==> config.mk <==
export PLATFORM = sky130hd
export DESIGN_NAME = hedios_uart_rx
export DESIGN_NICKNAME = d
export VERILOG_FILES = /design/src/rtl/hedios_uart_rx.sv
export SDC_FILE = /design/constraint.sdc
export NUM_CORES = 1
export LEC_CHECK = 0
export ABC_AREA = 0
export ABC_CLOCK_PERIOD_IN_PS = 3500
export CELL_PAD_IN_SITES_DETAIL_PLACEMENT = 0
export CELL_PAD_IN_SITES_GLOBAL_PLACEMENT = 1
export CORE_MARGIN = 5
export CORE_UTILIZATION = 24
export CTS_BUF_LIST = sky130_fd_sc_hd__clkbuf_2
export CTS_CLUSTER_DIAMETER = 200
export DETAILED_ROUTE_END_ITERATION = 6
export GPL_ROUTABILITY_DRIVEN = 1
export PLACE_DENSITY_LB_ADDON = 0.1
export SYNTH_ARGS = -nofsm -noshare
export SYNTH_HDL_FRONTEND = slang
export SYNTH_SLANG_ARGS = --single-unit
export TNS_END_PERCENT = 30
==> constraint.sdc <==
create_clock -name clk -period 3.5 [get_ports clk]
set_clock_uncertainty 0.15 [all_clocks]
set_input_delay 0.525 -clock clk [delete_from_list [all_inputs] [get_ports clk]]
set_output_delay 0.525 -clock clk [all_outputs]
set_load 0.05 [all_outputs]
==> src/rtl/hedios_uart_rx.sv <==
// -----------------------------------------------------------------------------
// hedios_uart_rx
//
// Serial receive front end for the HEDIOS endpoint. Samples the asynchronous
// rx_line and reassembles 8N1 frames into bytes. Each byte goes to a one-entry
// holding register that the frame parser drains through a valid/ready
// handshake. Framing errors and overruns are reported as one-cycle pulses.
//
// Parameters:
//   CLK_RATE   clk frequency in Hz
//   BAUD_RATE  line rate in bit/s (CLK_RATE/BAUD_RATE must be >= 4)
//
// Ports:
//   clk         system clock
//   rst_n       synchronous active-low reset
//   rx_line     asynchronous serial input, idle high
//   data_out    received byte, stable while data_valid is high
//   data_valid  holding register full
//   data_ready  consumer accepts data_out when data_valid && data_ready
//   frame_err   one-cycle pulse: stop bit sampled low
//   overrun     one-cycle pulse: good byte dropped, holding register occupied
// -----------------------------------------------------------------------------
module hedios_uart_rx #(
    parameter int unsigned CLK_RATE  = 100_000_000,
    parameter int unsigned BAUD_RATE = 1_000_000
) (
    input  logic       clk,
    input  logic       rst_n,
    input  logic       rx_line,
    output logic [7:0] data_out,
    output logic       data_valid,
    input  logic       data_ready,
    output logic       frame_err,
    output logic       overrun
);

    localparam int unsigned CPB  = CLK_RATE / BAUD_RATE;
    localparam int unsigned HALF = CPB / 2;
    localparam int unsigned TW   = $clog2(CPB);

    localparam logic [TW-1:0] CPB_M1  = TW'(CPB - 1);
    localparam logic [TW-1:0] HALF_M1 = TW'(HALF - 1);

    generate
        if (CPB < 4) begin : g_cpb_check
            $fatal(1, "hedios_uart_rx: CLK_RATE/BAUD_RATE must be at least 4");
        end
    endgenerate

    typedef enum logic [2:0] {
        S_WAIT_IDLE,
        S_IDLE,
        S_START,
        S_DATA,
        S_STOP
    } state_t;

    // -------------------------------------------------------------------------
    // Input synchronizer (reset to the idle level)
    // -------------------------------------------------------------------------
    logic sync1;
    logic rxs;

    always_ff @(posedge clk) begin
        if (!rst_n) begin
            sync1 <= 1'b1;
            rxs   <= 1'b1;
        end else begin
            sync1 <= rx_line;
            rxs   <= sync1;
        end
    end

    // The synchronizer holds its reset value of 1 for two clocks after reset
    // releases. If WAIT_IDLE trusted that value it would re-arm in the middle
    // of a frame or a break, so it waits until rxs reflects the real pin.
    logic [1:0] prime;

    always_ff @(posedge clk) begin
        if (!rst_n) begin
            prime <= '0;
        end else begin
            prime <= {prime[0], 1'b1};
        end
    end

    // -------------------------------------------------------------------------
    // Receive FSM
    // -------------------------------------------------------------------------
    state_t        state;
    logic [TW-1:0] timer;
    logic [2:0]    bit_idx;
    logic [7:0]    shift;
    logic          stop_good;
    logic          stop_bad;

    // The stop-bit verdict is registered so that data_valid, frame_err and
    // overrun all change on the clock after the stop sample.
    always_ff @(posedge clk) begin
        if (!rst_n) begin
            state     <= S_WAIT_IDLE;
            timer     <= '0;
            bit_idx   <= '0;
            shift     <= '0;
            stop_good <= 1'b0;
            stop_bad  <= 1'b0;
        end else begin
            stop_good <= 1'b0;
            stop_bad  <= 1'b0;
            case (state)
                S_WAIT_IDLE: begin
                    if (prime[1] && rxs) begin
                        state <= S_IDLE;
                    end
                end

                S_IDLE: begin
                    if (!rxs) begin
                        state <= S_START;
                        timer <= '0;
                    end
                end

                S_START: begin
                    if (timer == HALF_M1) begin
                        timer <= '0;
                        if (!rxs) begin
                            state   <= S_DATA;
                            bit_idx <= '0;
                        end else begin
                            state <= S_IDLE;
                        end
                    end else begin
                        timer <= timer + 1'b1;
                    end
                end

                S_DATA: begin
                    if (timer == CPB_M1) begin
                        timer <= '0;
                        shift <= {rxs, shift[7:1]};
                        if (bit_idx == 3'd7) begin
                            state <= S_STOP;
                        end else begin
                            bit_idx <= bit_idx + 1'b1;
                        end
                    end else begin
                        timer <= timer + 1'b1;
                    end
                end

                S_STOP: begin
                    if (timer == CPB_M1) begin
                        timer <= '0;
                        if (rxs) begin
                            stop_good <= 1'b1;
                            state     <= S_IDLE;
                        end else begin
                            stop_bad <= 1'b1;
                            state    <= S_WAIT_IDLE;
                        end
                    end else begin
                        timer <= timer + 1'b1;
                    end
                end

                default: begin
                    state <= S_WAIT_IDLE;
                    timer <= '0;
                end
            endcase
        end
    end

    // -------------------------------------------------------------------------
    // Holding register and error pulses
    // -------------------------------------------------------------------------
    // shift is untouched until the next frame's first data sample, so it still
    // holds the completed byte on the cycle stop_good is high.
    logic xfer;
    assign xfer = data_valid && data_ready;

    always_ff @(posedge clk) begin
        if (!rst_n) begin
            data_out   <= '0;
            data_valid <= 1'b0;
            frame_err  <= 1'b0;
            overrun    <= 1'b0;
        end else begin
            frame_err <= stop_bad;
            overrun   <= 1'b0;
            if (stop_good) begin
                if (!data_valid || xfer) begin
                    data_out   <= shift;
                    data_valid <= 1'b1;
                end else begin
                    overrun <= 1'b1;
                end
            end else if (xfer) begin
                data_valid <= 1'b0;
            end
        end
    end

endmodule

==> results.json, run 1 <==
{
  "grt_util_all_layers_pct": 8.34,
  "finalSetupViolCount": 0,
  "ant_nets": 0,
  "synth-seq-cells": 38,
  "slowest_stage": "clkdlybuf4s50_1",
  "area_growth_pct": 18.7,
  "drt_iter0_markers": 33,
  "timing.max_cap.violations": 0,
  "post_cts_resized": 0,
  "synth_most_common_cell": "dfxtp_1",
  "clockRootBuffer": "clkbuf_2",
  "cts_num_sinks": 38,
  "final_cells": 262,
  "route.detailed.drc": 0,
  "die_w_um": 92.9,
  "place_congestion": 0.734,
  "initial_utilization_pct": 24.4,
  "required_ps": 2820,
  "gr-total-overflow": 0,
  "hold_path_class": "flop to flop",
  "finalHoldViolations": 0,
  "clk_pin_slew_ps": 190,
  "critPathTopFamily": "buffers and inverters",
  "worst_pin_slew_ps": 652,
  "max-vdd-ir-drop_uv": 151,
  "max_stage_delay_ps": 800,
  "antenna_found_initial": 0,
  "hpwl_um": 2340,
  "detailed_place.area_um2": 1870,
  "slew_headroom_pct": 56.4,
  "postLayoutSetupSlackWorst_ps": 1260,
  "stdcell_area_um2": 1960,
  "worstSetupPathType": "flop to output pin",
  "routedWlPerCell_um": 12.4,
  "die_height_um": 92.9,
  "rsz0062_at_grt": "no",
  "n_fill_cell": 707,
  "post-cts-setup-buffer-count": 0,
  "htree_num_levels": 2,
  "wl_um": 3260,
  "drive_gt1_share_pct": 7.69,
  "n_antenna_cell": 0,
  "cts_max_path_buffers": 2,
  "period_needed_ps": 2240,
  "crit_chain": "clkdlybuf4s50_1",
  "finalMaxSlewViolations": 0,
  "cts_tree": "done",
  "pre_cts_ws_ps": 904,
  "fp.coreArea_um2": 6760,
  "first_pass_iters": 4,
  "fmax_mhz": 446,
  "synthTopCellsByArea": "dfxtp_1 46%, mux2i_1 12%, nor2b_1 7.2%, xnor2_1 3.2%, ha_1 3.0%",
  "start_kind": "flop",
  "die_area_um2": 8620,
  "post-route-period-util_pct": 64.1,
  "hold_buffers": 0,
  "synth-edff-count": 0,
  "crit_arrival_ps": 1570,
  "synthesis.area_um2": 1650,
  "yosysTopAreaCell": "dfxtp_1",
  "dp_cells": 254,
  "grt_pass1_vias": 1186,
  "ys_seq_area_share_pct": 46.2,
  "yosys_most_used_dff": "dfxtp_1",
  "path_max_fanout": 2,
  "numPortBuffers": 14,
  "setup.worst_path.end_class": "output pin",
  "tns_ps": 0,
  "status": "completed",
  "yosys_warnings": 0,
  "fin_util_pct": 28.9,
  "vias": 1189,
  "cts_buffers": 5,
  "yosys.area.top_type_share_pct": 46.2,
  "fin_nets": 189,
  "fp-row-count": 30,
  "synth_area_per_cell_um2": 9.93,
  "syn_inst": 166,
  "grt_pass1_wl_um": 5690,
  "worst-path-buf-inv": 1,
  "clk_latency_ps": 380,
  "ios": 15,
  "ys_types": 36,
  "vias_per_cell": 4.54,
  "postSynth.asyncResetShare_pct": 0,
  "p_leak_nw": 0.741,
  "grt_max_degree": 22,
  "synth_fp_nets": 174,
  "power.density_nw_per_um2": 414,
  "synth_commonest_cells": "38 x dfxtp_1, 19 x mux2i_1, 19 x nor2b_1"
}
report_power, final:
part / switching (mW) / internal (mW) / leakage (nW)
combinational: 0.0156 / 0.0146 / 0.383
clock: 0.145 / 0.190 / 0.0506
sequential: 0.00603 / 0.438 / 0.307
area by class of cell:
type / count / area (um2) / share of cell area (%)
sequential: 38 / 761 / 38.9
inverter: 4 / 15.0 / 0.768
clock buffer: 5 / 25.0 / 1.28
multi-input combinational: 117 / 843 / 43.1
timing repair buffer: 15 / 148 / 7.55
clock inverter: 3 / 63.8 / 3.26
tap: 80 / 100 / 5.12
layer usage:
layer	vias up	track usage (%)	wire length, um	part of all wire (%)
met3	5	2.92	165	5.1
met5	-	0	0	0
met2	21	13.5	1490	46
met4	0	4.15	63	1.9
met1	558	9.72	1540	47
li1	605	-	-	-
final timing paths:
| check | from | endpoint | slack (ps) | cells past startpoint |
|---|---|---|---|---|
| worst min-delay path | sync1$_SDFF_PN1_ | rxs$_SDFF_PN1_ | 290 | 1 |
| worst max-delay path | data_out[7]$_SDFFE_PN0P_ | data_out[7] | 1260 | 1 |
| worst min register to register | sync1$_SDFF_PN1_ | rxs$_SDFF_PN1_ | 290 | 1 |
| worst max register to register | timer[0]$_SDFFE_PN0P_ | timer[4]$_SDFFE_PN0P_ | 1460 | 5 |
flip-flops by register name, summed over array words and instances, names as in the netlist, 2 cells and up:
| signal | count |
|---|---|
| bit_idx | 3 |
| prime | 2 |
| shift | 8 |
| timer | 7 |
| data_out | 8 |
| state | 3 |
through the flow:
step                      total power, mW  hold WS [ps]
after floorplan                     0.473           236
after global placement              0.482           248
after detailed placement            0.483           251
after CTS                           0.826           289
after global routing                0.848           295
final                               0.809           290
placed cells by master (no fill, tap or decap), drive strengths merged, types with 5 or more instances in the layout:
cell type and count:
mux2i 19, nor2 10, and3 7, nand2 8, nand3 6, nor2b 19
clkbuf 5, nand2b 5, dfxtp 38, xnor2 6, clkdlybuf4s50 14
kinds of logic (layout without fill, tap and decap cells):
kind of cell	Yosys count	in the layout	synth area share [%]
XOR/XNOR	6	6	3.19
AND/OR/NAND/NOR	67	67	24.0
flip-flops	38	38	46.2
multiplexers	19	19	11.5
AO/OA/AOI/OAI	21	21	9.42
adder cells (fa/ha/maj)	4	4	3.04
buffers and inverters	11	27	2.66
No activity file was read; power rests on OpenSTA's default activity.
==> run 2: changes to the inputs <==
--- a/config.mk
+++ b/config.mk
@@ -6,7 +6,7 @@
 export NUM_CORES = 1
 export LEC_CHECK = 0
 export ABC_AREA = 0
-export ABC_CLOCK_PERIOD_IN_PS = 3500
+export ABC_CLOCK_PERIOD_IN_PS = 2000
 export CELL_PAD_IN_SITES_DETAIL_PLACEMENT = 0
 export CELL_PAD_IN_SITES_GLOBAL_PLACEMENT = 1
 export CORE_MARGIN = 5
==> constraint.sdc (replaced) <==
create_clock -name clk -period 2 [get_ports clk]
set_clock_uncertainty 0.15 [all_clocks]
set_input_delay 0.3 -clock clk [delete_from_list [all_inputs] [get_ports clk]]
set_output_delay 0.3 -clock clk [all_outputs]
set_load 0.05 [all_outputs]
==> results.json, run 2 (same netlist as run 1, synthesis figures left out) <==
{
  "status": "completed",
  "initial_utilization_pct": 24.4,
  "crit_arrival_ps": 1970,
  "power.share.clock_pct": 36.5,
  "fp-row-count": 30,
  "routedWlPerCell_um": 12.1,
  "ant_nets": 0,
  "use_met3_pct": 2.44,
  "pre_cts_ws_ps": 160,
  "drive_gt1_share_pct": 14.0,
  "slew_headroom_pct": 65.8,
  "cts_buffers": 5,
  "p_leak_nw": 0.835,
  "finalSetupViolCount": 0,
  "worst_pin_slew_ps": 516,
  "hold_depth": 1,
  "path_max_fanout": 4,
  "finalHoldViolations": 0,
  "n_antenna_cell": 0,
  "hold_buffers": 0,
  "post-route-period-util_pct": 90.9,
  "htree_num_levels": 2,
  "reg2reg_to": "state[0]$_SDFFE_PN0P_",
  "ios": 15,
  "cts_max_path_buffers": 2,
  "power_frac_seq_pct": 58.7,
  "fin_nets": 200,
  "timing.max_cap.violations": 0,
  "worstSetupEndpoint": "state[0]$_SDFFE_PN0P_",
  "tns_ps": 0,
  "period_needed_ps": 1820,
  "clk_latency_ps": 380,
  "reg_top3": "data_out (8), shift (8), timer (7)",
  "cts_num_sinks": 38,
  "fmax_mhz": 550,
  "setup.worst_path.end_class": "flop",
  "grt_pass1_wl_um": 5690,
  "busiest_layer": "met2",
  "grt_util_all_layers_pct": 8.42,
  "finalMaxSlewViolations": 0,
  "antenna_found_initial": 0,
  "vias_per_cell": 4.53,
  "clk_pin_slew_ps": 230,
  "fp.coreArea_um2": 6760,
  "power.density_nw_per_um2": 656,
  "post-cts-setup-buffer-count": 0,
  "grt_use_met2_pct": 14.0,
  "clockRootBuffer": "clkbuf_2",
  "hold_path_class": "flop to flop",
  "reg2reg_from": "timer[5]$_SDFFE_PN0P_",
  "wl_um": 3310,
  "first_pass_iters": 4,
  "route.detailed.drc": 0,
  "required_ps": 2150,
  "vias": 1238,
  "grt_max_degree": 29,
  "start_kind": "flop",
  "comb_power_share_pct": 4.9,
  "worstSetupPathType": "flop to flop",
  "numPortBuffers": 14,
  "p_sw_mw": 0.310,
  "r2r_slack_ps": 180,
  "fin_util_pct": 29.8,
  "postLayoutSetupSlackWorst_ps": 182,
  "worstSetupStartpoint": "timer[5]$_SDFFE_PN0P_",
  "final_common_cell": "dfxtp_1",
  "hpwl_um": 2440,
  "die_w_um": 92.9,
  "cts_tree": "done",
  "final_cell_mix": "38 x dfxtp_1, 19 x nor2b_1, 19 x mux2i_1, 12 x buf_4, 11 x dlygate4sd2_1",
  "place_congestion": 0.762,
  "die_area_um2": 8620,
  "die_height_um": 92.9,
  "max-vdd-ir-drop_uv": 233,
  "switching_share_pct": 23.5,
  "gr-total-overflow": 0,
  "rsz0062_at_grt": "no",
  "grt_pass1_vias": 1219,
  "area_growth_pct": 22.0,
  "drt_iter0_markers": 34,
  "worstRegToRegCells": 5,
  "grtUsageMet1_pct": 9.91,
  "internal-power_mw": 1.01
}
## run 2: worst max-delay path: stages, from the launching register on
cell      delay, ps
dfxtp_1         440
nor3b_1         220
buf_4           160
nand4b_1        230
a31o_2          320
o31ai_1         220
## run 2: per-stage QoR
stage	power [mW]	std cells	hold WS, ps	instance area [um2]
floorplan	0.827	166	178	1650
global placement	0.852	265	247	1950
detailed placement	0.853	265	249	1950
CTS	1.35	273	269	2010
global route	1.39	273	264	2010
finish	1.32	273	280	2010
## run 2: power groups by stage
| stage | Combinational (mW) | Sequential [mW] | Clock (mW) |
|---|---|---|---|
| after detailed placement | 0.0641 | 0.789 | 0 |
| after CTS | 0.0648 | 0.774 | 0.515 |
| after global placement | 0.0632 | 0.789 | 0 |
| after floorplan | 0.0421 | 0.785 | 0 |
| final | 0.0640 | 0.774 | 0.481 |
| after global routing | 0.0698 | 0.777 | 0.545 |
## run 2: final cells by class
| class | instances | area, um2 |
|---|---|---|
| fillers | 699 | 4750 |
| multi-input cells | 117 | 848 |
| flip-flops and latches | 38 | 761 |
| repair buffers | 26 | 216 |
| well taps | 80 | 100 |
| clock inverters | 3 | 45.0 |
| clock buffers | 5 | 25.0 |
| inverters | 4 | 15.0 |
## run 2: repair_timing
item | 4_1_cts | 5_1_grt
resized for setup | 11 | 1
pin swaps | 0 | 0
endpoints found under the setup margin | 11 | 1
## run 2: per-layer routing
metal | vias up | share of wire, %
met1 | 589 | 46
met3 | 5 | 3.5
met4 | 0 | 1.8
li1 | 625 | -
met5 | - | 0
met2 | 19 | 49
## run 2: worst min path at each step
| stage | from | to | slack [ps] |
|---|---|---|---|
| detailed placement | sync1$_SDFF_PN1_ | rxs$_SDFF_PN1_ | 250 |
| floorplan | rst_n | prime[0]$_DFF_P_ | 180 |
| global route | rx_line | sync1$_SDFF_PN1_ | 260 |
| global placement | sync1$_SDFF_PN1_ | rxs$_SDFF_PN1_ | 250 |
| CTS | rx_line | sync1$_SDFF_PN1_ | 270 |
| finish | prime[0]$_DFF_P_ | prime[1]$_SDFF_PN0_ | 280 |
